$ cat config.mk
export PLATFORM = sky130hd
export DESIGN_NAME = hms_timekeeper
export DESIGN_NICKNAME = d
export VERILOG_FILES = /design/src/rtl/hms_timekeeper.sv
export SDC_FILE = /design/constraint.sdc
export NUM_CORES = 1
export LEC_CHECK = 0
export CAP_MARGIN = 15
export CORE_AREA = 2 2 106 108
export DETAILED_ROUTE_END_ITERATION = 16
export DIE_AREA = 0 0 108 110
export HOLD_SLACK_MARGIN = 0.12
export MAX_ROUTING_LAYER = met4
export PLACE_DENSITY = 0.77
export SYNTH_ARGS = -nofsm -noshare
export SYNTH_HDL_FRONTEND = slang
export SYNTH_SLANG_ARGS = --single-unit
$ cat constraint.sdc
create_clock -name clk -period 4.4 [get_ports clk]
set_input_delay 1.1 -clock clk [delete_from_list [all_inputs] [get_ports clk]]
set_output_delay 1.1 -clock clk [all_outputs]
set_load 0.01 [all_outputs]
$ cat src/rtl/hms_timekeeper.sv
// hh:mm:ss timekeeper with built-in prescaler, 12h/24h display, field-wise time set
// and six-digit 7-segment decode.
module hms_timekeeper #(
    parameter int unsigned CLK_DIV     = 50_000_000,
    parameter bit          SEG_ACT_LOW = 1'b1
) (
    input  logic        clk,
    input  logic        reset,
    input  logic        mode_12h,
    input  logic [1:0]  set_sel,
    input  logic        set_inc,
    output logic [7:0]  hh_bcd,
    output logic [7:0]  mm_bcd,
    output logic [7:0]  ss_bcd,
    output logic        pm,
    output logic        tick_1hz,
    output logic        min_tick,
    output logic        hour_tick,
    output logic        day_tick,
    output logic [41:0] segs
);

    localparam int unsigned PW = (CLK_DIV > 2) ? $clog2(CLK_DIV) : 1;
    localparam logic [PW-1:0] PRESC_MAX = PW'(CLK_DIV - 1);

    localparam logic [1:0] SEL_RUN = 2'b00;
    localparam logic [1:0] SEL_HH  = 2'b01;
    localparam logic [1:0] SEL_MM  = 2'b10;
    localparam logic [1:0] SEL_SS  = 2'b11;

    logic [PW-1:0] presc_q, presc_d;
    logic [3:0]    ss_u_q, ss_u_d, ss_t_q, ss_t_d;
    logic [3:0]    mm_u_q, mm_u_d, mm_t_q, mm_t_d;
    logic [4:0]    hour_q, hour_d;

    logic running, tick, ss_at_59, mm_at_59, hr_at_23;

    assign running  = (set_sel == SEL_RUN);
    assign tick     = running && (presc_q == PRESC_MAX);
    assign ss_at_59 = (ss_t_q == 4'd5) && (ss_u_q == 4'd9);
    assign mm_at_59 = (mm_t_q == 4'd5) && (mm_u_q == 4'd9);
    assign hr_at_23 = (hour_q == 5'd23);

    assign tick_1hz  = tick;
    assign min_tick  = tick && ss_at_59;
    assign hour_tick = min_tick && mm_at_59;
    assign day_tick  = hour_tick && hr_at_23;

    // Next-state: run-mode carry chain, or single-field edits in set mode
    always_comb begin
        presc_d = presc_q;
        ss_u_d  = ss_u_q;
        ss_t_d  = ss_t_q;
        mm_u_d  = mm_u_q;
        mm_t_d  = mm_t_q;
        hour_d  = hour_q;

        if (!running) begin
            presc_d = '0;
        end else if (tick) begin
            presc_d = '0;
        end else begin
            presc_d = presc_q + PW'(1);
        end

        if (tick) begin
            if (ss_u_q == 4'd9) begin
                ss_u_d = 4'd0;
                ss_t_d = (ss_t_q == 4'd5) ? 4'd0 : ss_t_q + 4'd1;
            end else begin
                ss_u_d = ss_u_q + 4'd1;
            end
        end

        if (tick && ss_at_59) begin
            if (mm_u_q == 4'd9) begin
                mm_u_d = 4'd0;
                mm_t_d = (mm_t_q == 4'd5) ? 4'd0 : mm_t_q + 4'd1;
            end else begin
                mm_u_d = mm_u_q + 4'd1;
            end
        end

        if (tick && ss_at_59 && mm_at_59) begin
            hour_d = hr_at_23 ? 5'd0 : hour_q + 5'd1;
        end

        if (set_inc) begin
            case (set_sel)
                SEL_HH: hour_d = hr_at_23 ? 5'd0 : hour_q + 5'd1;
                SEL_MM: begin
                    if (mm_u_q == 4'd9) begin
                        mm_u_d = 4'd0;
                        mm_t_d = (mm_t_q == 4'd5) ? 4'd0 : mm_t_q + 4'd1;
                    end else begin
                        mm_u_d = mm_u_q + 4'd1;
                    end
                end
                SEL_SS: begin
                    ss_u_d = 4'd0;
                    ss_t_d = 4'd0;
                end
                default: ;
            endcase
        end
    end

    always_ff @(posedge clk) begin
        if (reset) begin
            presc_q <= '0;
            ss_u_q  <= 4'd0;
            ss_t_q  <= 4'd0;
            mm_u_q  <= 4'd0;
            mm_t_q  <= 4'd0;
            hour_q  <= 5'd0;
        end else begin
            presc_q <= presc_d;
            ss_u_q  <= ss_u_d;
            ss_t_q  <= ss_t_d;
            mm_u_q  <= mm_u_d;
            mm_t_q  <= mm_t_d;
            hour_q  <= hour_d;
        end
    end

    // Display hour: 12h maps 0->12 and 13..23 -> 1..11; then binary to BCD
    logic [4:0] hour_disp;
    logic [3:0] hh_t, hh_u;

    always_comb begin
        hour_disp = hour_q;
        if (mode_12h) begin
            if (hour_q == 5'd0) begin
                hour_disp = 5'd12;
            end else if (hour_q > 5'd12) begin
                hour_disp = hour_q - 5'd12;
            end
        end
        if (hour_disp >= 5'd20) begin
            hh_t = 4'd2;
            hh_u = 4'(hour_disp - 5'd20);
        end else if (hour_disp >= 5'd10) begin
            hh_t = 4'd1;
            hh_u = 4'(hour_disp - 5'd10);
        end else begin
            hh_t = 4'd0;
            hh_u = 4'(hour_disp);
        end
    end

    assign hh_bcd = {hh_t, hh_u};
    assign mm_bcd = {mm_t_q, mm_u_q};
    assign ss_bcd = {ss_t_q, ss_u_q};
    assign pm     = (hour_q >= 5'd12);

    function automatic logic [6:0] seg7(input logic [3:0] d);
        logic [6:0] p;
        case (d)
            4'd0:    p = 7'h3F;
            4'd1:    p = 7'h06;
            4'd2:    p = 7'h5B;
            4'd3:    p = 7'h4F;
            4'd4:    p = 7'h66;
            4'd5:    p = 7'h6D;
            4'd6:    p = 7'h7D;
            4'd7:    p = 7'h07;
            4'd8:    p = 7'h7F;
            4'd9:    p = 7'h6F;
            default: p = 7'h00;
        endcase
        return SEG_ACT_LOW ? ~p : p;
    endfunction

    assign segs = {seg7(hh_t), seg7(hh_u), seg7(mm_t_q), seg7(mm_u_q),
                   seg7(ss_t_q), seg7(ss_u_q)};

endmodule

-- Word level (Yosys, flattened, before mapping)
Memories as Yosys holds them, arrays and structs flattened. A register that Yosys moved wholly into a read port is not among the register bits.
Index checks and enable logic that the tools add are counted.
- register bits: 47
- bits in read-only memories: 672
- input port bits: 6
- output and inout bits: 71
- word-level logic and storage cells: 84
- memories: 6
- add/sub/neg operators: 9
- order comparisons: 4
- equality and inequality tests: 9
- multiplexer cells: 34
- bitwise logic cells: 7
- reduce and logical (&&, ||, !) cells: 9
- memories (name ; words ; width ; rd ports ; clocked after memory_dff ; wr ports ; RTL line ; text):
    (no name shown) ; 16 ; 7 ; 1 ; 1 ; 0 ; 158 ; case (d)
    (no name shown) ; 16 ; 7 ; 1 ; 1 ; 0 ; 158 ;
    (no name shown) ; 16 ; 7 ; 1 ; 1 ; 0 ; 158 ;
    (no name shown) ; 16 ; 7 ; 1 ; 1 ; 0 ; 158 ;
    (no name shown) ; 16 ; 7 ; 1 ; 0 ; 0 ; 158 ;
    (no name shown) ; 16 ; 7 ; 1 ; 0 ; 0 ; 158 ;
- operators by type and width (cell ; number):
    $mux W4 ; 25
    $not A7 Y7 ; 6
    $mux W5 ; 7
    $add A26 B1 Y26 const B ; 1
    $eq A26 B26 Y1 const B ; 1
    $add A4 B1 Y4 const B ; 4
    $ge A5 B4 Y1 const B ; 2
    $eq A4 B3 Y1 const B ; 2
    $eq A4 B4 Y1 const B ; 2
    $logic_and A1 B1 Y1 ; 6
    $add A5 B1 Y5 const B ; 1
    $eq A5 B5 Y1 const B ; 1
    $ge A5 B5 Y1 const B ; 1
    $gt A5 B4 Y1 const B ; 1
    $logic_not A5 Y1 ; 1
    $sub A5 B4 Y5 const B ; 1
    $eq A2 B2 Y1 const B ; 2
    $sub A4 B3 Y4 const B ; 1
    $sub A4 B4 Y4 const B ; 1
    $reduce_or A3 Y1 ; 1
    $eq A2 B1 Y1 const B ; 1
    $logic_not A2 Y1 ; 1
    $mux W2 ; 1
    $mux W1 ; 1
    $not A1 Y1 ; 1

-- Logic depth before layout (Yosys ltp)
An unclocked memory read counts as a cell.
- word-level depth: 9
- gate-level depth with buffers: 17
- depth with buffers taken out: 17

-- Least setup slack after synthesis
No wires, ideal clock.
- path kind: input to output
- start point: in mode_12h
- end point: out segs[33]
- data arrival time: 3.677 ns
- required time: 3.300 ns
- path slack: -0.377 ns
- stages: 13
- buffers on the path: 1
- path through: and2_1 -> a311o_1 -> and2_1 -> clkbuf_1 -> ha_1 -> a311oi_1 -> a31o_2 -> xnor2_1 -> inv_1 -> ha_1 -> inv_1 -> mux2i_1 -> a21oi_1
- cells in the longest elaborated chain, start to end: 6
- elaborated cells between the ends (all ways): 9
- classes of those cells: add/sub (2); order compare (2); mux (3); bitwise (1); memory (1)
- RTL lines (item ; RTL line ; text):
    from (decl) ; 9 ; input logic mode_12h,
    $mux W5 * ; 132 ; if (mode_12h) begin
    $sub A4 B4 Y4 or $ge A5 B4 Y1 (tied branches) ; 144, 142 ;
    $mux W4 ; 142 ; end else if (hour_disp >= 5'd10) begin
    $mux W4 * ; 139 ; if (hour_disp >= 5'd20) begin
    $mem_v2 Z16 W7 * ; - ;
    $not A7 Y7 * ; 171 ; return SEG_ACT_LOW ? ~p : p;
    to (decl) ; 20 ; output logic [41:0] segs
Every way passes the cells marked *; elsewhere a longest branch is shown, timed or not.

-- Worst setup path after layout
- start point: in mode_12h
- end point: out segs[32]
The elaborated chain is that of the path after synthesis.

==> flow_metrics.tcl <==
set metrics [dict create \
    outcome "finished, violations left" \
    violations "setup timing" \
    synth-edff-count 0 \
    dp_hpwl_um 8540 \
    pwr-share-clk_pct 43.8 \
    fin_skew_ns 0.0103 \
    netlist_area_um2 4720 \
    r2r_cells 10 \
    num_vias 4381 \
    drtAntennaViolNets 0 \
    min_path_cells 1 \
    min_from "presc_q[0]" \
    postSynth.asyncResetShare_pct 0 \
    syn_inst 575 \
    relSlewSlack_pct 42.1 \
    area_growth_pct 36.9 \
    grt_max_degree 27 \
    timing.max_cap.violations 0 \
    post-route-period-util_pct 105 \
    yosys-top-cells-count "dfxtp_1, inv_1, nor2_1" \
    slew_violations 0 \
    io_buffers 73 \
    yosys_warnings 0 \
    cts-root-buf "clkbuf_8" \
    p_switching_uw 353 \
    synth_most_common_cell "dfxtp_1" \
    drive_gt1_share_pct 21.1 \
    power_frac_comb_pct 12.4 \
    postSynthAreaPerCell_um2 8.21 \
    grt_usage_pct 20.0 \
    cp.required_ns 3.30 \
    ys_top_cells_by_area "dfxtp_1, ha_1, inv_1" \
    die-height_um 110 \
    r2r_setup_slack_ns 1.26 \
    period_needed_ns 4.62 \
    synth_cell_types 78 \
    p_leak_nw 2.84 \
    place_congestion 0.894 \
    p_int_mw 1.21 \
    insertion_delay_ns 0.36 \
    wire_per_inst_um 13.7 \
    holdWs_ns 0.470 \
    grt-ovfl-total 0 \
    ys.flop_type "dfxtp_1" \
    min_to "presc_q[0]" \
    numCtsBuffers 9 \
    hold_viol 0 \
    grt_pass1_vias 4216 \
    worstPathMaxFanout 6 \
    regArea_um2 1500 \
    powerDensity_nw_per_um2 242 \
    grt_pass1_wl_um 18900 \
    die_w_um 108 \
    avgViaCountPerCell 5.20 \
    dp.cells 814 \
    row_count 38 \
    cts_max_level 3 \
    start_util_pct 44.1 \
    reg2reg_from "ss_u_q[3]" \
    crit_arrival_ns 3.52 \
    nFillCells 924 \
    final_nets 743 \
    first_pass_iters 7 \
    tightest_slew_ns 0.868 \
    setup_slack_ns -0.221 \
    endpoint_kind "output port" \
    postLayoutCoreUtil_pct 60.4 \
    antennaDiodeCount 0 \
    yosys_register_bits 75 \
    io_pins 77 \
    yosysTopAreaCell "dfxtp_1" \
    setup_violations 9 \
    critPathLaunchType "input port" \
    drtIter0Drc 245 \
    yosysSeqAreaShare_pct 31.8 \
    cts.clk_slew.worst_paths_ns 0.08 \
    p_sw_share_pct 22.6 \
    rsz0062_at_grt "true" \
    crit_type "in -> out" \
    fin_cells 842 \
    fmax_ghz 0.216 \
    synth_top_area_share_pct 31.8 \
    fp.dieArea_um2 11900 \
    cts_sinks 75 \
    hold_path_class "reg -> reg" \
    multi_input_area_um2 3080 \
    cts_buffer_depth 2 \
    cts_tree "yes" \
    antenna_found_initial 0 \
    drc_errors 0 \
    wl_um 11600 \
    coreArea_um2 10700 \
    seq_power_share_pct 43.8 \
    irDropWorstVdd_v 0.000194 \
]
-- power by group through the flow --
stage               Sequential (mW)  Combinational (mW)  Clock (mW)
finish                        0.685               0.194       0.686
global placement              0.701               0.167           0
detailed placement            0.701               0.171           0
floorplan                     0.701              0.0979           0
CTS                           0.685               0.182       0.696
global route                  0.685               0.210       0.724
-- cell type report --
class / instances / share of cell area (%)
flip-flops and latches: 75 / 23.3
multi-input cells: 407 / 47.7
inverters: 70 / 4.19
clock buffers: 9 / 1.92
repair buffers: 134 / 18.1
well taps: 140 / 2.71
clock inverters: 7 / 2.17
-- routing by layer --
metal	routed length (µm)	part of all wire (%)	track usage, %
met1	5100	44	23.3
met5	0	0	-
met2	5740	50	35.4
met3	550	4.8	4.29
met4	162	1.4	4.85
-- cells by family after synthesis --
group | Yosys count | share of synthesized area [%]
muxes | 12 | 2.73
AOI/OAI and AO/OA | 115 | 16.5
DFF | 75 | 31.8
other | 1 | 0.0795
xor gates and xnor gates | 28 | 5.20
and+or+nand+nor | 208 | 24.5
buffers and inverters | 95 | 8.35
adders and majority gates | 41 | 10.8
-- layout by cell type, fill, tap and decap left out, types with 12 or more instances in the layout --
| master | count |
|---|---|
| nor2_1 | 54 |
| nor2b_1 | 12 |
| ha_1 | 33 |
| buf_4 | 55 |
| a21oi_1 | 24 |
| clkdlybuf4s50_1 | 57 |
| nand3_1 | 16 |
| nand2_1 | 31 |
| o21ai_0 | 14 |
| xor2_1 | 16 |
| and3_1 | 15 |
| dfxtp_1 | 75 |
| inv_1 | 63 |
-- stage by stage --
stage	worst slack, ns	setup TNS (ns)	total power [mW]	instance area, µm²
after floorplan	-0.0467	-0.197	0.799	4880
after global placement	-1.02	-12.43	0.868	6010
after detailed placement	-1.11	-13.44	0.872	6010
after CTS	-0.246	-1.25	1.56	6390
after global routing	-0.307	-2.21	1.62	6460
final	-0.221	-1.32	1.57	6460
-- critical path, stage by stage --
cell and delay (ns):
buf_8 0.10, buf_4 0.12, a311oi_2 0.28, or2_4 0.20
inv_4 0.05, ha_1 0.20, nor2b_4 0.12, a31o_4 0.11
a211oi_2 0.04, a31o_4 0.24, xnor2_4 0.29, inv_4 0.09
ha_4 0.16, inv_2 0.06, mux2i_1 0.08, a22oi_2 0.13
buf_2 0.15
-- worst max-delay path by stage --
stage          slack, ns  endpoint  cells after the start     start
5_1_grt            -0.31  segs[32]                     17  mode_12h
2_1_floorplan      -0.05  segs[28]                     14  mode_12h
4_1_cts            -0.25  segs[32]                     17  mode_12h
6_report           -0.22  segs[32]                     17  mode_12h
3_5_place_dp       -1.11  segs[32]                     17  mode_12h
3_3_place_gp       -1.02  segs[32]                     15  mode_12h
-- repair_timing --
| action | in CTS | in global routing |
|---|---|---|
| resized for setup | 61 | 20 |
| setup endpoints to repair | 18 | 12 |
| setup buffers | 8 | 4 |
| pin swaps | 14 | 13 |
| gates cloned | 1 | 0 |
| hold buffers | 0 | 0 |
(Power assumes the default switching activity.)
